**src/rtl/hazard_pkg.sv**
```systemverilog
// Shared types for the pipeline hazard controller: forwarding selects, FSM states
// and the shadow-slot record tracking one in-flight destination register.
package hazard_pkg;

    localparam int HZ_RD_W = 5;

    typedef enum logic [1:0] {
        FWD_NONE = 2'd0,
        FWD_WB   = 2'd1,
        FWD_MEM  = 2'd2
    } fwd_sel_e;

    typedef enum logic [1:0] {
        RUN,
        LOAD_STALL,
        MEM_WAIT
    } hz_state_e;

    typedef struct packed {
        logic               valid;
        logic [HZ_RD_W-1:0] rd;
        logic               wren;
        logic               load;
    } hz_slot_t;

    localparam hz_slot_t SLOT_EMPTY = '0;

    // A producer one slot ahead will sit in MEM when the consumer reaches EX,
    // so it wins over the older producer two slots ahead.
    function automatic fwd_sel_e fwd_pick(hz_slot_t ex_s, hz_slot_t mem_s,
                                          logic [HZ_RD_W-1:0] rs, logic used);
        fwd_sel_e sel;
        sel = FWD_NONE;
        if (used && rs != '0) begin
            if (ex_s.valid && ex_s.wren && ex_s.rd == rs)
                sel = FWD_MEM;
            else if (mem_s.valid && mem_s.wren && mem_s.rd == rs)
                sel = FWD_WB;
        end
        return sel;
    endfunction

endpackage

```
**src/rtl/hazard_ctrl_if.sv**
```systemverilog
// Signal bundle between the pipeline datapath (master) and the hazard controller
// (slave). Counter outputs exist only when HAZARD_PERF_CNT_EN is defined.
interface hazard_ctrl_if #(
    parameter int REG_ADDR_W = 5
`ifdef HAZARD_PERF_CNT_EN
    , parameter int CNT_W = 32
`endif
);
    logic                  i_id_valid;
    logic [REG_ADDR_W-1:0] i_id_rs1_addr;
    logic [REG_ADDR_W-1:0] i_id_rs2_addr;
    logic                  i_id_rs1_used;
    logic                  i_id_rs2_used;
    logic [REG_ADDR_W-1:0] i_id_rd_addr;
    logic                  i_id_rd_wren;
    logic                  i_id_mem_rden;
    logic                  i_ex_brc_pc_sel;
    logic                  i_mem_stall;
    logic [1:0]            o_forward_A;
    logic [1:0]            o_forward_B;
    logic                  o_pc_stall;
    logic                  o_if_id_stall;
    logic                  o_if_id_flush;
    logic                  o_id_ex_flush;
    logic                  o_ex_mem_stall;
`ifdef HAZARD_PERF_CNT_EN
    logic [CNT_W-1:0]      o_stall_cnt;
    logic [CNT_W-1:0]      o_flush_cnt;
`endif

    modport master (
        output i_id_valid, i_id_rs1_addr, i_id_rs2_addr, i_id_rs1_used, i_id_rs2_used,
               i_id_rd_addr, i_id_rd_wren, i_id_mem_rden, i_ex_brc_pc_sel, i_mem_stall,
        input  o_forward_A, o_forward_B, o_pc_stall, o_if_id_stall, o_if_id_flush,
               o_id_ex_flush, o_ex_mem_stall
`ifdef HAZARD_PERF_CNT_EN
        , input o_stall_cnt, o_flush_cnt
`endif
    );

    modport slave (
        input  i_id_valid, i_id_rs1_addr, i_id_rs2_addr, i_id_rs1_used, i_id_rs2_used,
               i_id_rd_addr, i_id_rd_wren, i_id_mem_rden, i_ex_brc_pc_sel, i_mem_stall,
        output o_forward_A, o_forward_B, o_pc_stall, o_if_id_stall, o_if_id_flush,
               o_id_ex_flush, o_ex_mem_stall
`ifdef HAZARD_PERF_CNT_EN
        , output o_stall_cnt, o_flush_cnt
`endif
    );
endinterface

```
**src/rtl/hazard_slot_pipe.sv**
```systemverilog
// Three-slot shadow of in-flight destination registers (EX, MEM, WB), shifted
// in lockstep with the real pipeline: advance shifts, bubble inserts an empty EX slot.
module hazard_slot_pipe
    import hazard_pkg::*;
(
    input  logic     clk,
    input  logic     rst,
    input  logic     advance,
    input  logic     bubble,
    input  hz_slot_t id_slot,
    output hz_slot_t ex_q,
    output hz_slot_t mem_q,
    output hz_slot_t wb_q
);

    // NOTE: these are control flops, not a memory array, so they take the async
    // reset; a stale valid bit after reset would create phantom hazards.
    always_ff @(posedge clk or posedge rst) begin
        if (rst) begin
            ex_q  <= SLOT_EMPTY;
            mem_q <= SLOT_EMPTY;
            wb_q  <= SLOT_EMPTY;
        end else if (advance) begin
            // NOTE: non-blocking assignments make this a true shift; each slot
            // samples its neighbour's pre-edge value regardless of statement order.
            wb_q  <= mem_q;
            mem_q <= ex_q;
            ex_q  <= bubble ? SLOT_EMPTY : id_slot;
        end
    end

endmodule

```
**src/rtl/hazard_ctrl.sv**
```systemverilog
// Hazard controller for the 5-stage RV32I core: forwarding selects, load-use
// bubbles, redirect flushes and memory-wait freezes. Optional HAZARD_PERF_CNT_EN.
module hazard_ctrl
    import hazard_pkg::*;
#(
    parameter int REG_ADDR_W = 5
`ifdef HAZARD_PERF_CNT_EN
    , parameter int CNT_W = 32
`endif
) (
    input  logic          i_clk,
    input  logic          i_reset,
    hazard_ctrl_if.slave  bus
);

    hz_state_e             state_q, state_d;
    fwd_sel_e              fwd_a_q, fwd_b_q, fwd_a_d, fwd_b_d;
    hz_slot_t              ex_q, mem_q, wb_q, id_slot;
    logic [REG_ADDR_W-1:0] rs1, rs2, rd;
    logic                  freeze, redirect, load_hit, load_use, bubble;

    assign rs1 = bus.i_id_rs1_addr;
    assign rs2 = bus.i_id_rs2_addr;
    assign rd  = bus.i_id_rd_addr;

    // NOTE: every always_comb output gets a default first so no path can infer a latch.
    always_comb begin
        freeze   = bus.i_mem_stall;
        redirect = bus.i_ex_brc_pc_sel & ~freeze;
        load_hit = bus.i_id_valid & ex_q.valid & ex_q.load & (ex_q.rd != '0) &
                   ((bus.i_id_rs1_used & (ex_q.rd == rs1)) |
                    (bus.i_id_rs2_used & (ex_q.rd == rs2)));
        // A redirect squashes the would-be stalled instruction, so it wins.
        load_use = load_hit & ~redirect & ~freeze & (state_q != LOAD_STALL);
        bubble   = redirect | load_use | ~bus.i_id_valid;

        id_slot = '{valid: bus.i_id_valid, rd: rd, wren: bus.i_id_rd_wren,
                    load: bus.i_id_mem_rden};
        fwd_a_d = bubble ? FWD_NONE : fwd_pick(ex_q, mem_q, rs1, bus.i_id_rs1_used);
        fwd_b_d = bubble ? FWD_NONE : fwd_pick(ex_q, mem_q, rs2, bus.i_id_rs2_used);

        state_d = RUN;
        if (freeze)
            state_d = MEM_WAIT;
        else if (load_use)
            state_d = LOAD_STALL;

        bus.o_pc_stall     = freeze | load_use;
        bus.o_if_id_stall  = freeze | load_use;
        bus.o_if_id_flush  = redirect;
        bus.o_id_ex_flush  = redirect | load_use;
        bus.o_ex_mem_stall = freeze;
    end

    always_ff @(posedge i_clk or posedge i_reset) begin
        if (i_reset) begin
            state_q <= RUN;
            fwd_a_q <= FWD_NONE;
            fwd_b_q <= FWD_NONE;
        end else begin
            state_q <= state_d;
            if (!freeze) begin
                fwd_a_q <= fwd_a_d;
                fwd_b_q <= fwd_b_d;
            end
        end
    end

    assign bus.o_forward_A = fwd_a_q;
    assign bus.o_forward_B = fwd_b_q;

    hazard_slot_pipe u_slots (
        .clk     (i_clk),
        .rst     (i_reset),
        .advance (~freeze),
        .bubble  (bubble),
        .id_slot (id_slot),
        .ex_q    (ex_q),
        .mem_q   (mem_q),
        .wb_q    (wb_q)
    );

    // The register file is write-first, so the WB slot and the MEM load flag never steer anything.
    logic unused_slot_bits;
    assign unused_slot_bits = ^{wb_q, mem_q.load};

`ifdef HAZARD_PERF_CNT_EN
    logic [CNT_W-1:0] stall_cnt_q, flush_cnt_q;

    always_ff @(posedge i_clk or posedge i_reset) begin
        if (i_reset) begin
            stall_cnt_q <= '0;
            flush_cnt_q <= '0;
        end else begin
            if ((freeze || load_use) && stall_cnt_q != '1)
                stall_cnt_q <= stall_cnt_q + CNT_W'(1);
            if (redirect && flush_cnt_q != '1)
                flush_cnt_q <= flush_cnt_q + CNT_W'(1);
        end
    end

    assign bus.o_stall_cnt = stall_cnt_q;
    assign bus.o_flush_cnt = flush_cnt_q;
`endif

endmodule

```
**src/flat_wrapper.sv**
```systemverilog
// flat-port wrapper written by rule: the top's interface ports become plain ports
module hazard_ctrl_flat import hazard_pkg::*;
#(
    parameter int REG_ADDR_W = 5

)
  (i_clk, i_reset, bus_i_id_valid, bus_i_id_rs1_addr, bus_i_id_rs2_addr, bus_i_id_rs1_used, bus_i_id_rs2_used, bus_i_id_rd_addr, bus_i_id_rd_wren, bus_i_id_mem_rden, bus_i_ex_brc_pc_sel, bus_i_mem_stall, bus_o_forward_A, bus_o_forward_B, bus_o_pc_stall, bus_o_if_id_stall, bus_o_if_id_flush, bus_o_id_ex_flush, bus_o_ex_mem_stall);
  hazard_ctrl_if #(.REG_ADDR_W(REG_ADDR_W)) bus_i ();
  input  logic i_clk;
  input  logic i_reset;
  input wire logic [$bits(bus_i.i_id_valid)-1:0] bus_i_id_valid;
  input wire logic [$bits(bus_i.i_id_rs1_addr)-1:0] bus_i_id_rs1_addr;
  input wire logic [$bits(bus_i.i_id_rs2_addr)-1:0] bus_i_id_rs2_addr;
  input wire logic [$bits(bus_i.i_id_rs1_used)-1:0] bus_i_id_rs1_used;
  input wire logic [$bits(bus_i.i_id_rs2_used)-1:0] bus_i_id_rs2_used;
  input wire logic [$bits(bus_i.i_id_rd_addr)-1:0] bus_i_id_rd_addr;
  input wire logic [$bits(bus_i.i_id_rd_wren)-1:0] bus_i_id_rd_wren;
  input wire logic [$bits(bus_i.i_id_mem_rden)-1:0] bus_i_id_mem_rden;
  input wire logic [$bits(bus_i.i_ex_brc_pc_sel)-1:0] bus_i_ex_brc_pc_sel;
  input wire logic [$bits(bus_i.i_mem_stall)-1:0] bus_i_mem_stall;
  output wire logic [$bits(bus_i.o_forward_A)-1:0] bus_o_forward_A;
  output wire logic [$bits(bus_i.o_forward_B)-1:0] bus_o_forward_B;
  output wire logic [$bits(bus_i.o_pc_stall)-1:0] bus_o_pc_stall;
  output wire logic [$bits(bus_i.o_if_id_stall)-1:0] bus_o_if_id_stall;
  output wire logic [$bits(bus_i.o_if_id_flush)-1:0] bus_o_if_id_flush;
  output wire logic [$bits(bus_i.o_id_ex_flush)-1:0] bus_o_id_ex_flush;
  output wire logic [$bits(bus_i.o_ex_mem_stall)-1:0] bus_o_ex_mem_stall;
  assign bus_i.i_id_valid = bus_i_id_valid;
  assign bus_i.i_id_rs1_addr = bus_i_id_rs1_addr;
  assign bus_i.i_id_rs2_addr = bus_i_id_rs2_addr;
  assign bus_i.i_id_rs1_used = bus_i_id_rs1_used;
  assign bus_i.i_id_rs2_used = bus_i_id_rs2_used;
  assign bus_i.i_id_rd_addr = bus_i_id_rd_addr;
  assign bus_i.i_id_rd_wren = bus_i_id_rd_wren;
  assign bus_i.i_id_mem_rden = bus_i_id_mem_rden;
  assign bus_i.i_ex_brc_pc_sel = bus_i_ex_brc_pc_sel;
  assign bus_i.i_mem_stall = bus_i_mem_stall;
  assign bus_o_forward_A = bus_i.o_forward_A;
  assign bus_o_forward_B = bus_i.o_forward_B;
  assign bus_o_pc_stall = bus_i.o_pc_stall;
  assign bus_o_if_id_stall = bus_i.o_if_id_stall;
  assign bus_o_if_id_flush = bus_i.o_if_id_flush;
  assign bus_o_id_ex_flush = bus_i.o_id_ex_flush;
  assign bus_o_ex_mem_stall = bus_i.o_ex_mem_stall;
  hazard_ctrl #(.REG_ADDR_W(REG_ADDR_W)) u_core (.i_clk(i_clk), .i_reset(i_reset), .bus(bus_i));
endmodule
```
**config.mk**
```make
export PLATFORM = sky130hd
export DESIGN_NAME = hazard_ctrl_flat
export DESIGN_NICKNAME = d
export VERILOG_FILES = /design/src/rtl/hazard_pkg.sv /design/src/rtl/hazard_ctrl_if.sv /design/src/rtl/hazard_slot_pipe.sv /design/src/rtl/hazard_ctrl.sv /design/src/flat_wrapper.sv
export SDC_FILE = /design/constraint.sdc
export NUM_CORES = 1
export LEC_CHECK = 0
export CAP_MARGIN = 20
export CORE_ASPECT_RATIO = 1.2
export CORE_MARGIN = 4
export CORE_UTILIZATION = 48
export CTS_CLUSTER_DIAMETER = 120
export CTS_CLUSTER_SIZE = 10
export DETAILED_ROUTE_END_ITERATION = 10
export PLACE_DENSITY = 0.83
export SLEW_MARGIN = 20
export SYNTH_ARGS = -nofsm -noshare
export SYNTH_HDL_FRONTEND = slang
export SYNTH_SLANG_ARGS = --single-unit
```
**constraint.sdc**
```tcl
create_clock -name i_clk -period 3.1 [get_ports i_clk]
set_input_delay 0.62 -clock i_clk [delete_from_list [all_inputs] [get_ports i_clk]]
set_output_delay 0.62 -clock i_clk [all_outputs]
set_load 0.005 [all_outputs]
```
==> flow_summary.toml <==
[sta]
max_slew_margin_pct = 45.97
hold_viol_final = 0
period_needed_ns = 3.024
max_clock_freq_mhz = 330.7
drv_slew = 0
max_slew.worst_pin.slew_ns = 0.8096
finalCritPeriodShare_pct = 97.55
setup_viol = 0
clock_skew_ns = 0.009709
fin_setup_tns_ns = 0

[clock_tree]
clk_pin_slew_ns = 0.13
clock-sinks = 21
cts.htree.levels = 1
cts_buffers = 3
tritoncts = "done"
cts_root_buf = "clkbuf_4"
cts_buffer_depth = 2
postCtsHoldBufs = 0
insertion_delay_ns = 0.31

[synth]
yosysWarnings = 0
synth_top_area_share_pct = 41.79
ys_top_cells_by_area = "dfrtp_1 (42%), xnor2_1 (7.0%), nand2_1 (6.9%)"
syn_area_per_cell_um2 = 10.06
async_flop_share_pct = 100.0
syn_area_mm2 = 0.001257
ys.flop_type = "dfrtp_1"
synth.net_count = 149
synth_seq_area_share_pct = 41.79
syn_inst = 125
synth_edf_count = 0
ys_types = 36
synth_common_cells = "nand2_1 (23), dfrtp_1 (21), xnor2_1 (10)"
ys_ff_latch = 21
yosys.area.top_type = "dfrtp_1"
yosysMostFrequentCell = "nand2_1"

[place]
place_congestion = 0.9695
io_buffers = 32
dp_hpwl_mm = 2.380
placed_cell_area_mm2 = 0.001680

[die]
rows = 20
initial_core_util_pct = 49.75
core_region_area_mm2 = 0.002527
die_area_mm2 = 0.003506
io_pins = 33
die_h_um = 64.07
fp.dieW_um = 54.73

[power_and_ir_drop]
clockPowerShare_pct = 23.8
combinationalPowerShare_pct = 22.9
p_seq_share_pct = 53.4
p_int_uw = 410.6
power_density_mw_per_mm2 = 325.4
finalPower_uw = 572.8
switching_share_pct = 28.32
power_leakage_uw = 0.0007492
p_sw_uw = 162.3
ir_drop_mv = 0.2868

[grt]
use_met1_pct = 25.04
grt_usage_pct = 21.20
met2_usage_pct = 36.09
grt_pass1_vias = 1180
antenna_found_initial = 0
grt_max_degree = 25
grt_overflow = 0
gr-usage-met3_pct = 2.331
grt_first_pass_wirelength_mm = 5.451
gr-max-usage-layer = "met2"

[critical_path]
critical_path.max_fanout = 2
crit_type = "input port to output pin"
endpoint_kind = "output pin"
worstPathRequired_ns = 2.48
crit_arrival_ns = 2.40
start_kind = "input port"
reg2reg_depth = 8

[detailed_routing]
wl_mm = 3.315
via_per_inst = 5.436
wl_per_cell_um = 16.25
drt-initial-drc-count = 42
ant_nets = 0
drt_first_pass_iters = 4
remaining_drc_errors = 0
vias = 1109

[min_path]
hold_path_depth = 2
min_path_type = "flip-flop to flip-flop"

[cells_and_area]
nNetsFinal = 196
area_delta_synth_final_pct = 40.00
utilization_pct = 69.65
drive_above_1_share_pct = 27.49
final_area_mm2 = 0.001760
diodes = 0

[run]
maxCapViolCount = 0

[run_status]
status = "finished clean"
==> path summary, 6_finish.rpt <==
kind / startpoint / end / slack [ns]
setup / recovery: bus_i_id_rs1_addr[0] / bus_o_pc_stall / 0.08
hold / removal: u_core.bus.o_forward_B[0] / u_core.bus.o_forward_B[0] / 0.50
setup reg to reg: u_core.u_slots.ex_q[3] / u_core.bus.o_forward_A[0] / 0.70
hold reg to reg: u_core.bus.o_forward_B[0] / u_core.bus.o_forward_B[0] / 0.50
max in group asynchronous: i_reset / u_core.u_slots.ex_q[4] / 1.78
min in group asynchronous: i_reset / u_core.bus.o_forward_A[1] / 0.76
==> per-stage QoR <==
step	setup slack, ns	std cells	hold WS (ns)
detailed placement	-0.6445	198	0.4735
CTS	0.06841	204	0.5039
global route	-0.002353	204	0.5317
floorplan	0.3205	125	0.4557
global placement	-0.4754	198	0.4674
finish	0.07609	204	0.5043
==> state kept, by name (all words and copies together), names as in the netlist <==
name                    cells
u_core.bus.o_forward_A      2
u_core.bus.o_forward_B      2
u_core.state_q              2
u_core.u_slots.ex_q         8
u_core.u_slots.mem_q        7
==> what timing repair did <==
item                                    in CTS  in global routing
endpoints found under the setup margin       3                  3
buffers inserted                             3                  0
pin swaps                                    8                  3
gates resized for setup                     27                  2
==> cell type report <==
| class | count | area (um2) |
|---|---|---|
| timing repair buffer | 48 | 419.2 |
| inverter | 5 | 18.77 |
| clock buffer | 3 | 22.52 |
| multi-input combinational | 93 | 726.9 |
| clock inverter | 1 | 5.005 |
| sequential | 21 | 526.8 |
| tap | 33 | 41.29 |
| fill | 191 | 767.0 |
==> kinds of logic after synthesis <==
group | after synthesis | share of synthesized area (%)
AO/OA/AOI/OAI | 21 | 16.72
XOR/XNOR | 12 | 8.358
buffers and inverters | 11 | 4.974
flip-flops | 21 | 41.79
multiplexers | 6 | 5.373
AND/OR/NAND/NOR | 54 | 22.79
==> power groups by stage <==
| stage | clock network [uW] | logic (uW) | registers (uW) |
|---|---|---|---|
| detailed placement | 0 | 126 | 309 |
| finish | 136 | 131 | 306 |
| CTS | 137 | 130 | 305 |
| global route | 152 | 142 | 308 |
| global placement | 0 | 121 | 309 |
| floorplan | 0 | 62.8 | 304 |
==> per-layer routing <==
layer  part of all wire (%)  wire length, um
met1                     38             1261
met2                     56             1841
met5                      0                0
met4                    1.8               59
met3                    4.6              152
==> critical path, stage by stage <==
cell	delay (ns)
dlygate4sd2_1	0.25
nor2b_1	0.13
a2111o_1	0.40
or3_4	0.35
a221oi_4	0.29
buf_4	0.16
or2_1	0.10
buf_2	0.11
==> layout by cell type, fill, tap and decap left out, types with 3 or more instances in the layout <==
cell,n
nor2b_1,6
inv_1,4
clkdlybuf4s50_1,20
nand4_1,4
clkbuf_4,3
mux2_2,6
buf_4,16
nand2_1,23
xnor2_1,9
dlygate4sd2_1,9
dfrtp_1,20
o21ai_2,8
Power figures use the tool's default switching activity.
